--- src/rtl/lfsr_pair_pkg.sv ---
// Shared types and constants for the LFSR operand-pair generator.
// Holds the FSM state enum, LFSR geometry, feedback taps and the default seed.
package lfsr_pair_pkg;

    typedef enum logic [1:0] {
        IDLE = 2'd0,
        RUN  = 2'd1,
        DONE = 2'd2
    } state_t;

    localparam int LFSR_W = 16;

    localparam int TAP_A = 15;
    localparam int TAP_B = 13;
    localparam int TAP_C = 12;
    localparam int TAP_D = 10;

    localparam logic [LFSR_W-1:0] SEED_DEFAULT = 16'hACE1;

    // Condition flagged alongside each pair when the condition output is built.
    function automatic logic cond_match(input logic [7:0] a, input logic [7:0] b);
        return ((a[3] == b[3]) && (a[2] != b[2])) || (a == 8'h00);
    endfunction

endpackage

--- src/rtl/lfsr16_step.sv ---
// Combinational single step of the 16-bit Fibonacci LFSR (taps 15,13,12,10).
module lfsr16_step
    import lfsr_pair_pkg::*;
(
    input  logic [LFSR_W-1:0] s,
    output logic [LFSR_W-1:0] next
);

    logic fb;

    assign fb      = s[TAP_A] ^ s[TAP_B] ^ s[TAP_C] ^ s[TAP_D];
    assign next[0] = fb;

    generate
        for (genvar gi = 0; gi < LFSR_W - 1; gi++) begin : g_shift
            assign next[gi+1] = s[gi];
        end
    endgenerate

endmodule

--- src/rtl/lfsr_pair_gen.sv ---
// Bounded stream of pseudo-random operand pairs over valid/ready.
// Optional condition flag and counter are built when LFSR_PAIR_GEN_COND_EN is defined.
module lfsr_pair_gen #(
    parameter int          WIDTH        = 8,
    parameter int          NUM_VEC      = 9,
    parameter logic [15:0] SEED_DEFAULT = lfsr_pair_pkg::SEED_DEFAULT
) (
    input  logic             clk,
    input  logic             rst,
    input  logic             start,
    input  logic             seed_load,
    input  logic [15:0]      seed,
    output logic [WIDTH-1:0] a_out,
    output logic [WIDTH-1:0] b_out,
    output logic             out_valid,
    input  logic             out_ready,
    output logic             busy,
    output logic             done,
    output logic [15:0]      vec_count
`ifdef LFSR_PAIR_GEN_COND_EN
    ,
    output logic             cond_out,
    output logic [15:0]      cond_count
`endif
);

    import lfsr_pair_pkg::*;

    localparam logic [15:0] LAST_IDX = 16'(NUM_VEC - 1);

    state_t            state_reg, state_next;
    logic [LFSR_W-1:0] lfsr_reg, lfsr_next, lfsr_step;
    logic [15:0]       vec_count_reg, vec_count_next;
    logic              out_valid_reg, out_valid_next;
    logic              busy_reg, busy_next;
    logic              done_reg, done_next;
    logic              xfer;

    lfsr16_step u_step (
        .s    (lfsr_reg),
        .next (lfsr_step)
    );

    assign xfer = out_valid_reg && out_ready;

    always_comb begin
        state_next     = state_reg;
        lfsr_next      = lfsr_reg;
        vec_count_next = vec_count_reg;
        out_valid_next = 1'b0;
        busy_next      = 1'b0;
        done_next      = 1'b0;
        case (state_reg)
            IDLE: begin
                // Seed is applied before start so a same-cycle start runs from it.
                if (seed_load)
                    lfsr_next = (seed == 16'h0000) ? SEED_DEFAULT : seed;
                if (start) begin
                    state_next     = RUN;
                    vec_count_next = 16'h0000;
                    out_valid_next = 1'b1;
                    busy_next      = 1'b1;
                end
            end
            RUN: begin
                out_valid_next = 1'b1;
                busy_next      = 1'b1;
                if (xfer) begin
                    lfsr_next      = lfsr_step;
                    vec_count_next = vec_count_reg + 16'd1;
                    if (vec_count_reg == LAST_IDX) begin
                        state_next     = DONE;
                        out_valid_next = 1'b0;
                        busy_next      = 1'b0;
                        done_next      = 1'b1;
                    end
                end
            end
            DONE: begin
                state_next = IDLE;
            end
            default: begin
                state_next = IDLE;
            end
        endcase
    end

    always_ff @(posedge clk) begin
        if (rst) begin
            state_reg     <= IDLE;
            lfsr_reg      <= SEED_DEFAULT;
            vec_count_reg <= 16'h0000;
            out_valid_reg <= 1'b0;
            busy_reg      <= 1'b0;
            done_reg      <= 1'b0;
        end else begin
            state_reg     <= state_next;
            lfsr_reg      <= lfsr_next;
            vec_count_reg <= vec_count_next;
            out_valid_reg <= out_valid_next;
            busy_reg      <= busy_next;
            done_reg      <= done_next;
        end
    end

    assign a_out     = lfsr_reg[LFSR_W-1 -: WIDTH];
    assign b_out     = lfsr_reg[WIDTH-1:0];
    assign out_valid = out_valid_reg;
    assign busy      = busy_reg;
    assign done      = done_reg;
    assign vec_count = vec_count_reg;

`ifdef LFSR_PAIR_GEN_COND_EN
    logic [15:0] cond_count_reg, cond_count_next;
    logic        cond_now;

    assign cond_now = cond_match(lfsr_reg[15:8], lfsr_reg[7:0]);

    always_comb begin
        cond_count_next = cond_count_reg;
        if (state_reg == IDLE && start)
            cond_count_next = 16'h0000;
        else if (xfer && cond_now)
            cond_count_next = cond_count_reg + 16'd1;
    end

    always_ff @(posedge clk) begin
        if (rst)
            cond_count_reg <= 16'h0000;
        else
            cond_count_reg <= cond_count_next;
    end

    assign cond_out   = out_valid_reg && cond_now;
    assign cond_count = cond_count_reg;
`else
    // Plain pair stream only: no condition tracking in this build.
`endif

endmodule

--- config.mk ---
export PLATFORM = sky130hd
export DESIGN_NAME = lfsr_pair_gen
export DESIGN_NICKNAME = d
export VERILOG_FILES = /design/src/rtl/lfsr_pair_pkg.sv /design/src/rtl/lfsr16_step.sv /design/src/rtl/lfsr_pair_gen.sv
export SDC_FILE = /design/constraint.sdc
export NUM_CORES = 1
export LEC_CHECK = 0
export ABC_AREA = 1
export CELL_PAD_IN_SITES_DETAIL_PLACEMENT = 0
export CELL_PAD_IN_SITES_GLOBAL_PLACEMENT = 1
export CORE_MARGIN = 4
export CORE_UTILIZATION = 29
export CTS_CLUSTER_DIAMETER = 100
export DETAILED_ROUTE_END_ITERATION = 16
export PLACE_DENSITY = 0.82
export SETUP_SLACK_MARGIN = 0.3
export SKIP_LAST_GASP = 1
export SYNTH_ARGS = -nofsm -noshare
export SYNTH_HDL_FRONTEND = slang
export SYNTH_SLANG_ARGS = --single-unit
export TNS_END_PERCENT = 10
--- constraint.sdc ---
create_clock -name clk -period 1.2 [get_ports clk]
set_input_delay 0.36 -clock clk [delete_from_list [all_inputs] [get_ports clk]]
set_output_delay 0.36 -clock clk [all_outputs]
set_load 0.02 [all_outputs]
# ---- Word level (Yosys, flattened, before mapping)
# Cells that the tools add are included.
dict set report word_totals {
  register_bits 36
  out_inout_bits 35
  wordCells 41
}
dict set report op_classes {
  addsub 1
  n_eq_ne 6
  mux 16
  bitwise_logic 5
  n_reduce_logical 8
}
# op n
set ops {}
lappend ops {{16-bit 2-to-1 mux} 5}
lappend ops {{16-bit one-hot mux with 2 select lines} 2}
lappend ops {{16-bit by 1-bit adder with 16-bit output, second input constant} 1}
lappend ops {{16-bit by 4-bit equality test with 1-bit output, second input constant} 1}
lappend ops {{16-bit logical NOT} 1}
lappend ops {{3-bit AND reduction} 3}
lappend ops {{2-bit != test, second input constant} 4}
lappend ops {{2-bit 2-to-1 mux} 3}
lappend ops {{1-bit 2-to-1 mux} 4}
lappend ops {{2-bit one-hot mux with 2 select lines} 1}
lappend ops {{3-bit OR reduction} 1}
lappend ops {{1-bit XOR} 3}
lappend ops {{2-bit by 1-bit equality test with 1-bit output, second input constant} 1}
lappend ops {{2-bit logical NOT} 1}
lappend ops {{1-bit inverter} 2}
lappend ops {{1-bit one-hot mux with 2 select lines} 1}
lappend ops {{2-bit nonzero test} 1}
lappend ops {{1-bit logical AND} 1}

# ---- Depth between registers and ports, before layout
# Gate-level depths: netlist (run 1).
dict set report logic_depth {
  ltp_word 5
  mapped_depth 9
  depth_no_buf 9
}

# ---- By module
# A second synthesis (run 1) with hierarchy kept.
dict set report hier_totals {
  hier_cells 343
  area_unflattened_um2 2192.1
}
# mod n_inst cells_each area_per_inst_um2 seq_area_each_um2
set by_module_without_submodules {}
lappend by_module_without_submodules {lfsr_pair_gen 1 312 2008.2 720.7}
lappend by_module_without_submodules {lfsr16_step 1 31 183.9 0.0}

# ---- Worst setup path before layout (run 1)
# No wires, ideal clock.
dict set report synth_timing {
  path_type {flip-flop to flip-flop}
  from {register vec_count_reg[1], in the netlist vec_count[1]}
  to {register vec_count_reg[14], in the netlist vec_count[14]}
  setup_ps 117
  arrival_time_ps 1337
  t_required_ps 1083
  slack_ps -254
  stages_incl_launch_ff 7
  n_path_buf 0
  synth_period_minus_slack_ps 1454
  cell_sequence {dfxtp_1 ha_1 nand3_1 nor2_1 nand4_2 o21ai_0 nor2_1}
}
dict set report synth_between {
  elab_chain_cells 3
}
# element line
set synth_lines {}
lappend synth_lines {{start: declaration} lfsr_pair_gen.sv:33} ;# logic [15:0] vec_count_reg, vec_count_next;
lappend synth_lines {{start signal: assignment} lfsr_pair_gen.sv:99} ;# vec_count_reg <= vec_count_next;
lappend synth_lines {{16-bit by 1-bit adder with 16-bit output} lfsr_pair_gen.sv:70} ;# vec_count_next = vec_count_reg + 16'd1;
lappend synth_lines {{16-bit 2-to-1 mux} lfsr_pair_gen.sv:68} ;# if (xfer) begin
lappend synth_lines {{16-bit one-hot mux with 2 select lines} lfsr_pair_gen.sv:53} ;# case (state_reg)
# Every way passes these cells. The select of a mux whose other input is x is not followed.
# A chain may end at the register's enable or synchronous reset.

# ---- Final worst setup path (run 1)
dict set report layout_timing {
  from {register vec_count_reg[1], in the netlist vec_count[1]}
  to {register vec_count_reg[6], in the netlist vec_count[6]}
}
# Same word-level chain as after synthesis.

==> metrics.txt, run 1 <==
status finished with violations; violated checks setup timing; wire per inst 11.9 um; DR iter-0 viols 52; first-pass GRT wire length between 9000 and 10,000 um; clock latency on the worst-skew pair 0.29 ns; P_sw 0.00102 W; largest net degree at the start of global routing 20; pwr/cell area 942 nW/um2; count leader, synth nand2_1; crit-path max FO 4; CTS Buf Count 5; number of remaining DRC errors 0; post-route design area 3410 um2; number of top-level pins between 50 and 60; die area 8030 um2; R2R Path Start vec_count[1]$_SDFFE_PP0P_; vias in the first global route 2,160; hold_sp seed[2]; total track usage 0.151; delay-heaviest family, CP simple AND/OR/NAND/NOR gates; Most Frequent Cell on Critical Path nor2_4; Design Power 0.00321 W; HP Class in2reg; final hold slack approximately 0.37 ns; Mapped Nets 309; post-route setup slack -0.129 ns; Leakage 1.64 nW; # setup viols final 56; Synth warnings 0; Inserted Diodes 0; via count approximately 2,200; Synth Instances 286; Top FF cell, synth dfxtp_1; Syn Area/Cell 6.75 um2; Switching Fraction 0.318; Setup Skew 0.00858 ns; proportion of layout cells with a drive suffix above 1 0.382; Area Overhead vs Synth 76.7%; synth unique cells 30; Longest Clk Path Bufs 2; hold_buf cts 0; sequential-to-total area share from yosys stat 0.373; Hold Violations, Final 0; Worst Path Arrival ~1.5 ns; site row count 29; CTS root buf clkbuf_8; GPL Wtd Cong slightly above 0.8; Via density 4.54; CP max stage delay 0.37 ns; clock sink count 36; part of the cycle the worst path needs 1.11; reg-to-reg endpoint vec_count[6]$_SDFFE_PP0P_; Worst-Margin Slew about 0.23 ns; worst-path cell chain buf_6 > ha_4 > nand3_4 > nor2_4 > nand2_4 > nor2_4 > buf_4 > nor3_1; Critical Path RT ~1.4 ns; first drt pass iteration count 4; number of synthesized register bits 36; CTS tree yes; hold path endpoint lfsr_reg[2]$_SDFFE_PP0P_; area leader, netlist dfxtp_1; port bufs 55; top cell type's share of synthesized area 0.373; reg-to-reg slack, setup -0.13 ns; Initial Util 0.301; Seq pwr share 0.416; synth cell count leaders nand2_1, nor2_1, dfxtp_1; WS Path Type reg2reg; max_slew headroom 0.845; Core Region 6420 um2; grt ovf 0; HPWL after detailed placement 4330 um; final net count 430; Buf+Inv Stages, Crit Path 2; Internal Power 0.00219 W; FF-to-FF path depth 8; pre-CTS setup slack -0.510 ns; FILL cells 620; Post-synth EDFFs 0; crit path capture type flip-flop; post-synth design cell area 1930 um2; final slew viol count 0; Antenna Nets Post-Route 0; Peak VDD IR 525 uV; Tmin final 1.33 ns; critical path's slowest cell dfxtp_4; Max Cap Viol 0; floorplan die height 89.6 um; htree depth 2; Worst-path clk slew 0.07 ns; Comb pwr share 0.323; Synth async-reset ratio 0; WHS Path Cells 3; highest clock rate 753 MHz; initial antenna violation count 0; Chip Width around 90 um; unrepaired setup endpoints after global routing yes; crit start category flip-flop; top cells by area, synth dfxtp_1, nand2_1, nor2_1, a21oi_1, inv_1; Clk pwr share 0.261; Cell Area, Placed roughly 3000 um2; WL final 5780 um
## per-stage QoR
stage / util / TNS, ns / std cells
floorplan: - / 0 / 286
global placement: 0.473 / -18.60 / 468
detailed placement: 0.473 / -18.88 / 468
CTS: 0.501 / -3.83 / 480
global route: 0.531 / -6.84 / 485
finish: 0.531 / -3.05 / 485
## cell families (layout without fill, tap and decap cells)
kind of cell | Yosys count | count (layout) | synth area share
buffers and inverters | 44 | 166 | 0.101
adder cells (fa/ha/maj) | 2 | 2 | 0.0130
AO/OA/AOI/OAI | 48 | 48 | 0.128
XOR/XNOR | 2 | 2 | 0.00907
AND/OR/NAND/NOR | 154 | 154 | 0.376
flip-flops | 36 | 36 | 0.373
## placed cells by master (no fill, tap or decap), types with 3 or more instances in the layout
| cell type | netlist | routed |
|---|---|---|
| a21oi_1 | 28 | 26 |
| buf_12 | 0 | 3 |
| buf_4 | 2 | 65 |
| buf_6 | 2 | 6 |
| clkbuf_8 | 0 | 5 |
| clkdlybuf4s15_1 | 0 | 15 |
| clkdlybuf4s15_2 | 0 | 12 |
| clkdlybuf4s50_1 | 0 | 4 |
| dfxtp_1 | 36 | 22 |
| dfxtp_2 | 0 | 9 |
| dfxtp_4 | 0 | 5 |
| dlygate4sd2_1 | 0 | 3 |
| dlymetal6s2s_1 | 0 | 14 |
| inv_1 | 30 | 25 |
| inv_2 | 4 | 7 |
| nand2_1 | 65 | 59 |
| nand2_2 | 5 | 8 |
| nand2_4 | 2 | 3 |
| nand3_1 | 18 | 14 |
| nand3_4 | 1 | 3 |
| nand4_1 | 4 | 4 |
| nor2_1 | 39 | 32 |
| nor2_2 | 2 | 4 |
| nor2_4 | 3 | 8 |
| nor3_1 | 9 | 7 |
| o21ai_0 | 15 | 11 |
| o21ai_1 | 2 | 4 |
## worst max-delay path by stage
| stage | slack (ns) | end | cells past startpoint | from |
|---|---|---|---|---|
| floorplan | 0.01 | vec_count[14]$_SDFFE_PP0P_ | 6 | vec_count[1]$_SDFFE_PP0P_ |
| detailed placement | -0.51 | vec_count[14]$_SDFFE_PP0P_ | 8 | out_ready |
| finish | -0.13 | vec_count[6]$_SDFFE_PP0P_ | 8 | vec_count[1]$_SDFFE_PP0P_ |
| global placement | -0.49 | lfsr_reg[13]$_SDFFE_PP1P_ | 8 | seed[3] |
| global route | -0.20 | vec_count[14]$_SDFFE_PP0P_ | 8 | vec_count[1]$_SDFFE_PP0P_ |
| CTS | -0.10 | vec_count[12] | 1 | vec_count[12]$_SDFFE_PP0P_ |
## power by group through the flow
stage	sequential (W)	combinational, W	clock [W]
after CTS	0.00134	0.000984	0.000873
final	0.00134	0.00104	0.000839
after global placement	0.00136	0.000956	0
after global routing	0.00135	0.00114	0.000933
after detailed placement	0.00136	0.000966	0
after floorplan	0.00146	0.000395	0
## cell type report
type | count | area [um2] | area share
well taps | 77 | 96.3 | 0.0282
inverters | 35 | 144 | 0.0422
repair buffers | 123 | 1150 | 0.336
clock buffers | 7 | 76.3 | 0.0224
clock inverters | 1 | 5.00 | 0.00147
multi-input cells | 206 | 1190 | 0.349
flip-flops and latches | 36 | 751 | 0.220
## repair_timing
item	in CTS	in global routing
pin swaps	11	23
hold endpoints to repair	0	0
resized for setup	123	50
setup endpoints to repair	71	71
setup buffers	4	5
## tightest hold or removal path: cells and delay by family
kind,cells,cell delay (ns)
AND/OR/NAND/NOR,1,0.06
AO/OA/AOI/OAI,1,0.06
buffers and inverters,1,0.13
## metal layers
layer	GRT usage	wire length, um	up-vias
li1	-	-	1157
met1	0.194	2710	985
met2	0.249	2690	54
met3	0.0392	299	8
met4	0.0447	74	0
met5	0	0	-
Note: power is estimated with default switching activity, not from simulation.
==> run 2, diff against run 1 <==
- ABC_AREA: 1 -> not set
- CORE_UTILIZATION: 29 -> 30
- PLACE_DENSITY: 0.82 -> 0.81
==> metrics.txt, run 2 <==
Top FF cell, synth dfxtp_1 (unchanged); Core Region 5610 um2 (was 6420 um2); number of top-level pins 56 (unchanged); WL final 5840 um (was 5780 um); delay-heaviest family, CP simple AND/OR/NAND/NOR gates (unchanged); pwr/cell area 952 nW/um2 (was 942 nW/um2); Peak VDD IR 468 uV (was 525 uV); post-synthesis adder-cell area fraction 0.0141 (was 0.0130); htree depth 2 (unchanged); crit start category flip-flop (unchanged); crit path capture type flip-flop (unchanged); Antenna Nets Post-Route 0 (unchanged); Initial Util 0.317 (was 0.301); synth unique cells 44 (was 30); Leakage 1.43 nW (was 1.64 nW); die area 7220 um2 (was 8030 um2); first-pass GRT wire length 9220 um (was 9550 um); FILL cells 531 (was 620); initial antenna violation count 0 (unchanged); CTS root buf clkbuf_8 (unchanged); Worst-path clk slew 0.07 ns (about the same); CTS Buf Count 5 (unchanged); unrepaired setup endpoints after global routing yes (unchanged); via count 2,054 (was 2,204); largest net degree at the start of global routing 24 (was 20); reg-to-reg slack, setup -0.39 ns (was -0.13 ns); final slew viol count 0 (unchanged); highest clock rate 629 MHz (was 753 MHz); number of remaining DRC errors 0 (unchanged); grt ovf 0 (unchanged); clock sink count 36 (unchanged); xor and xnor area share after synthesis 0.0296 (was 0.00907); top cells by area, synth dfxtp_1, a21oi_1, mux2i_1, a211oi_1, nor2_1 (was dfxtp_1, nand2_1, nor2_1, a21oi_1, inv_1); DR iter-0 viols 55 (was 52); HP Class in2reg (unchanged); main combinational cell family by area after synthesis compound AO/OA/AOI/OAI gates (was simple AND/OR/NAND/NOR gates); proportion of layout cells with a drive suffix above 1 0.403 (was 0.382); Syn Area/Cell 8.97 um2 (was 6.75 um2); crit-path max FO 5 (was 4); HPWL after detailed placement 4320 um (was 4330 um); CP max stage delay 0.42 ns (was 0.37 ns); clock latency on the worst-skew pair 0.30 ns (was 0.29 ns); GPL Wtd Cong 0.954 (was 0.832); Hold Violations, Final 0 (unchanged); Post-synth EDFFs 0 (unchanged); Worst Path Arrival 1.81 ns (was 1.51 ns); site row count 27 (was 29); Via density 5.11 (was 4.54); part of the cycle the worst path needs 1.32 (was 1.11); post-route setup slack -0.389 ns (was -0.129 ns); pre-CTS setup slack -0.964 ns (was -0.510 ns); CTS tree yes (unchanged); Longest Clk Path Bufs 2 (unchanged); Mapped Nets 221 (was 309); count leader, synth dfxtp_1 (was nand2_1); Synth async-reset ratio 0 (unchanged); critical path's slowest cell or4_4 (was dfxtp_4); floorplan die height 85.0 um (was 89.6 um); # setup viols final 71 (was 56); Inserted Diodes 0 (unchanged); number of synthesized register bits 36 (unchanged); sequential-to-total area share from yosys stat 0.406 (was 0.373); final net count 352 (was 430); Critical Path RT 1.43 ns (was 1.38 ns); area leader, netlist dfxtp_1 (unchanged); Area Overhead vs Synth 78.6% (was 76.7%); total track usage 0.158 (was 0.151); area share of and/or/nand/nor cells after synthesis 0.228 (was 0.376); status finished with violations (unchanged); Chip Width 85.0 um (was 89.6 um); Worst-Margin Slew 0.366 ns (was 0.231 ns); WS Path Type reg2reg (unchanged); Tmin final 1.59 ns (was 1.33 ns); Setup Skew 0.0113 ns (was 0.00858 ns); Buf+Inv Stages, Crit Path 2 (unchanged); wire per inst 14.5 um (was 11.9 um); Synth warnings 0 (unchanged); commonest non-fill, non-tap cells in the layout buf_4, dlygate4sd2_1, dfxtp_1, a21oi_1, nor2_1 (was buf_4, nand2_1, nor2_1, a21oi_1, inv_1); hold_buf cts 0 (unchanged); violated checks setup timing (unchanged); synth cell count leaders dfxtp_1, a21oi_1, nor2_1 (was nand2_1, nor2_1, dfxtp_1); mux contribution to synthesized area 0.0451 (was 0); Max Cap Viol 0 (unchanged); port bufs 55 (unchanged); vias in the first global route 2,005 (was 2,160); post-synth design cell area 1780 um2 (was 1930 um2); setup_tns -17.53 ns (was -3.05 ns); commonest non-fill, non-tap cell in the layout buf_4 (unchanged); max_slew headroom 0.756 (was 0.845); Synth Instances 198 (was 286); first drt pass iteration count 4 (unchanged); top cell type's share of synthesized area 0.406 (was 0.373); post-synthesis compound-gate area fraction 0.236 (was 0.128); worst-path cell chain buf_6 > nor3b_4 > o211ai_1 > buf_4 > or4_4 > a21oi_2 (was buf_6 > ha_4 > nand3_4 > nor2_4 > nand2_4 > nor2_4 > buf_4 > nor3_1)
run 2: cell types whose count changed after synthesis, moves of 5 or more:
cell,change
o22ai_1,+8
or3_1,+5
a21oi_1,-10
a211oi_1,+6
nand2_2,-5
nor2_1,-23
o21ai_0,-9
nand2_1,-58
nand3_1,-11
or4_1,+5
mux2i_1,+8
nor3_1,-8
o21ai_1,+5
inv_1,-27
run 2: metrics by stage:
step	hold slack [ns]	instance area, um2	total power, W	cells	util
global placement	0.511	2950	0.00200	389	0.525
global route	0.394	3170	0.00316	402	0.566
detailed placement	0.530	2950	0.00200	389	0.525
CTS	0.361	3090	0.00304	401	0.551
finish	0.373	3170	0.00302	402	0.566
floorplan	0.442	1780	0.00160	198	-
run 2: final cells by class:
type / instances / area, um2 / share of cell area
Clock buffer: 5 / 68.8 / 0.0217
Multi-Input combinational cell: 146 / 1120 / 0.354
Tap cell: 72 / 90.1 / 0.0284
Inverter: 3 / 11.3 / 0.00355
Clock inverter: 3 / 42.5 / 0.0134
Sequential cell: 36 / 733 / 0.231
Timing Repair Buffer: 137 / 1100 / 0.348
run 2: logic make-up (layout without fill, tap and decap cells):
logic type / Yosys count / in the layout
AO/OA/AOI/OAI: 64 / 64
XOR/XNOR: 6 / 6
adder cells (fa/ha/maj): 2 / 2
buffers and inverters: 16 / 148
flip-flops: 36 / 36
multiplexers: 8 / 8
AND/OR/NAND/NOR: 66 / 66
run 2: tightest hold or removal path, delay by kind of cell:
family | cells | cell delay, ns
buffers and inverters | 1 | 0.10
AOI/OAI and AO/OA | 2 | 0.17
run 2: path summary, 6_finish.rpt:
kind | from | end | cells past startpoint
hold reg to reg | lfsr_reg[1]$_SDFFE_PP0P_ | lfsr_reg[1]$_SDFFE_PP0P_ | 2
setup reg to reg | state_reg[1]$_SDFFE_PP0P_ | vec_count[13]$_SDFFE_PP0P_ | 6
setup / recovery | state_reg[1]$_SDFFE_PP0P_ | vec_count[13]$_SDFFE_PP0P_ | 6
hold / removal | seed[13] | lfsr_reg[13]$_SDFFE_PP1P_ | 3
run 2: report_power, final:
group          internal, W  switching (W)  leakage [nW]
Clock             0.000615       0.000467        0.0541
Sequential         0.00125      0.0000343         0.298
Combinational     0.000334       0.000323          1.08
run 2: what timing repair did:
item	4_1_cts	5_1_grt
endpoints found under the hold margin	0	0
setup endpoints to repair	71	71
pin swaps	16	8
setup buffers	3	1
cloned	1	0
gates resized for setup	101	20
run 2: layer usage:
layer,track usage,vias to the layer above,routed length [um],share of wire
met5,0,-,0,0
met4,0.0561,0,112,0.019
met3,0.0563,13,396,0.068
met2,0.271,67,2840,0.49
met1,0.181,956,2490,0.43
li1,-,1018,-,-
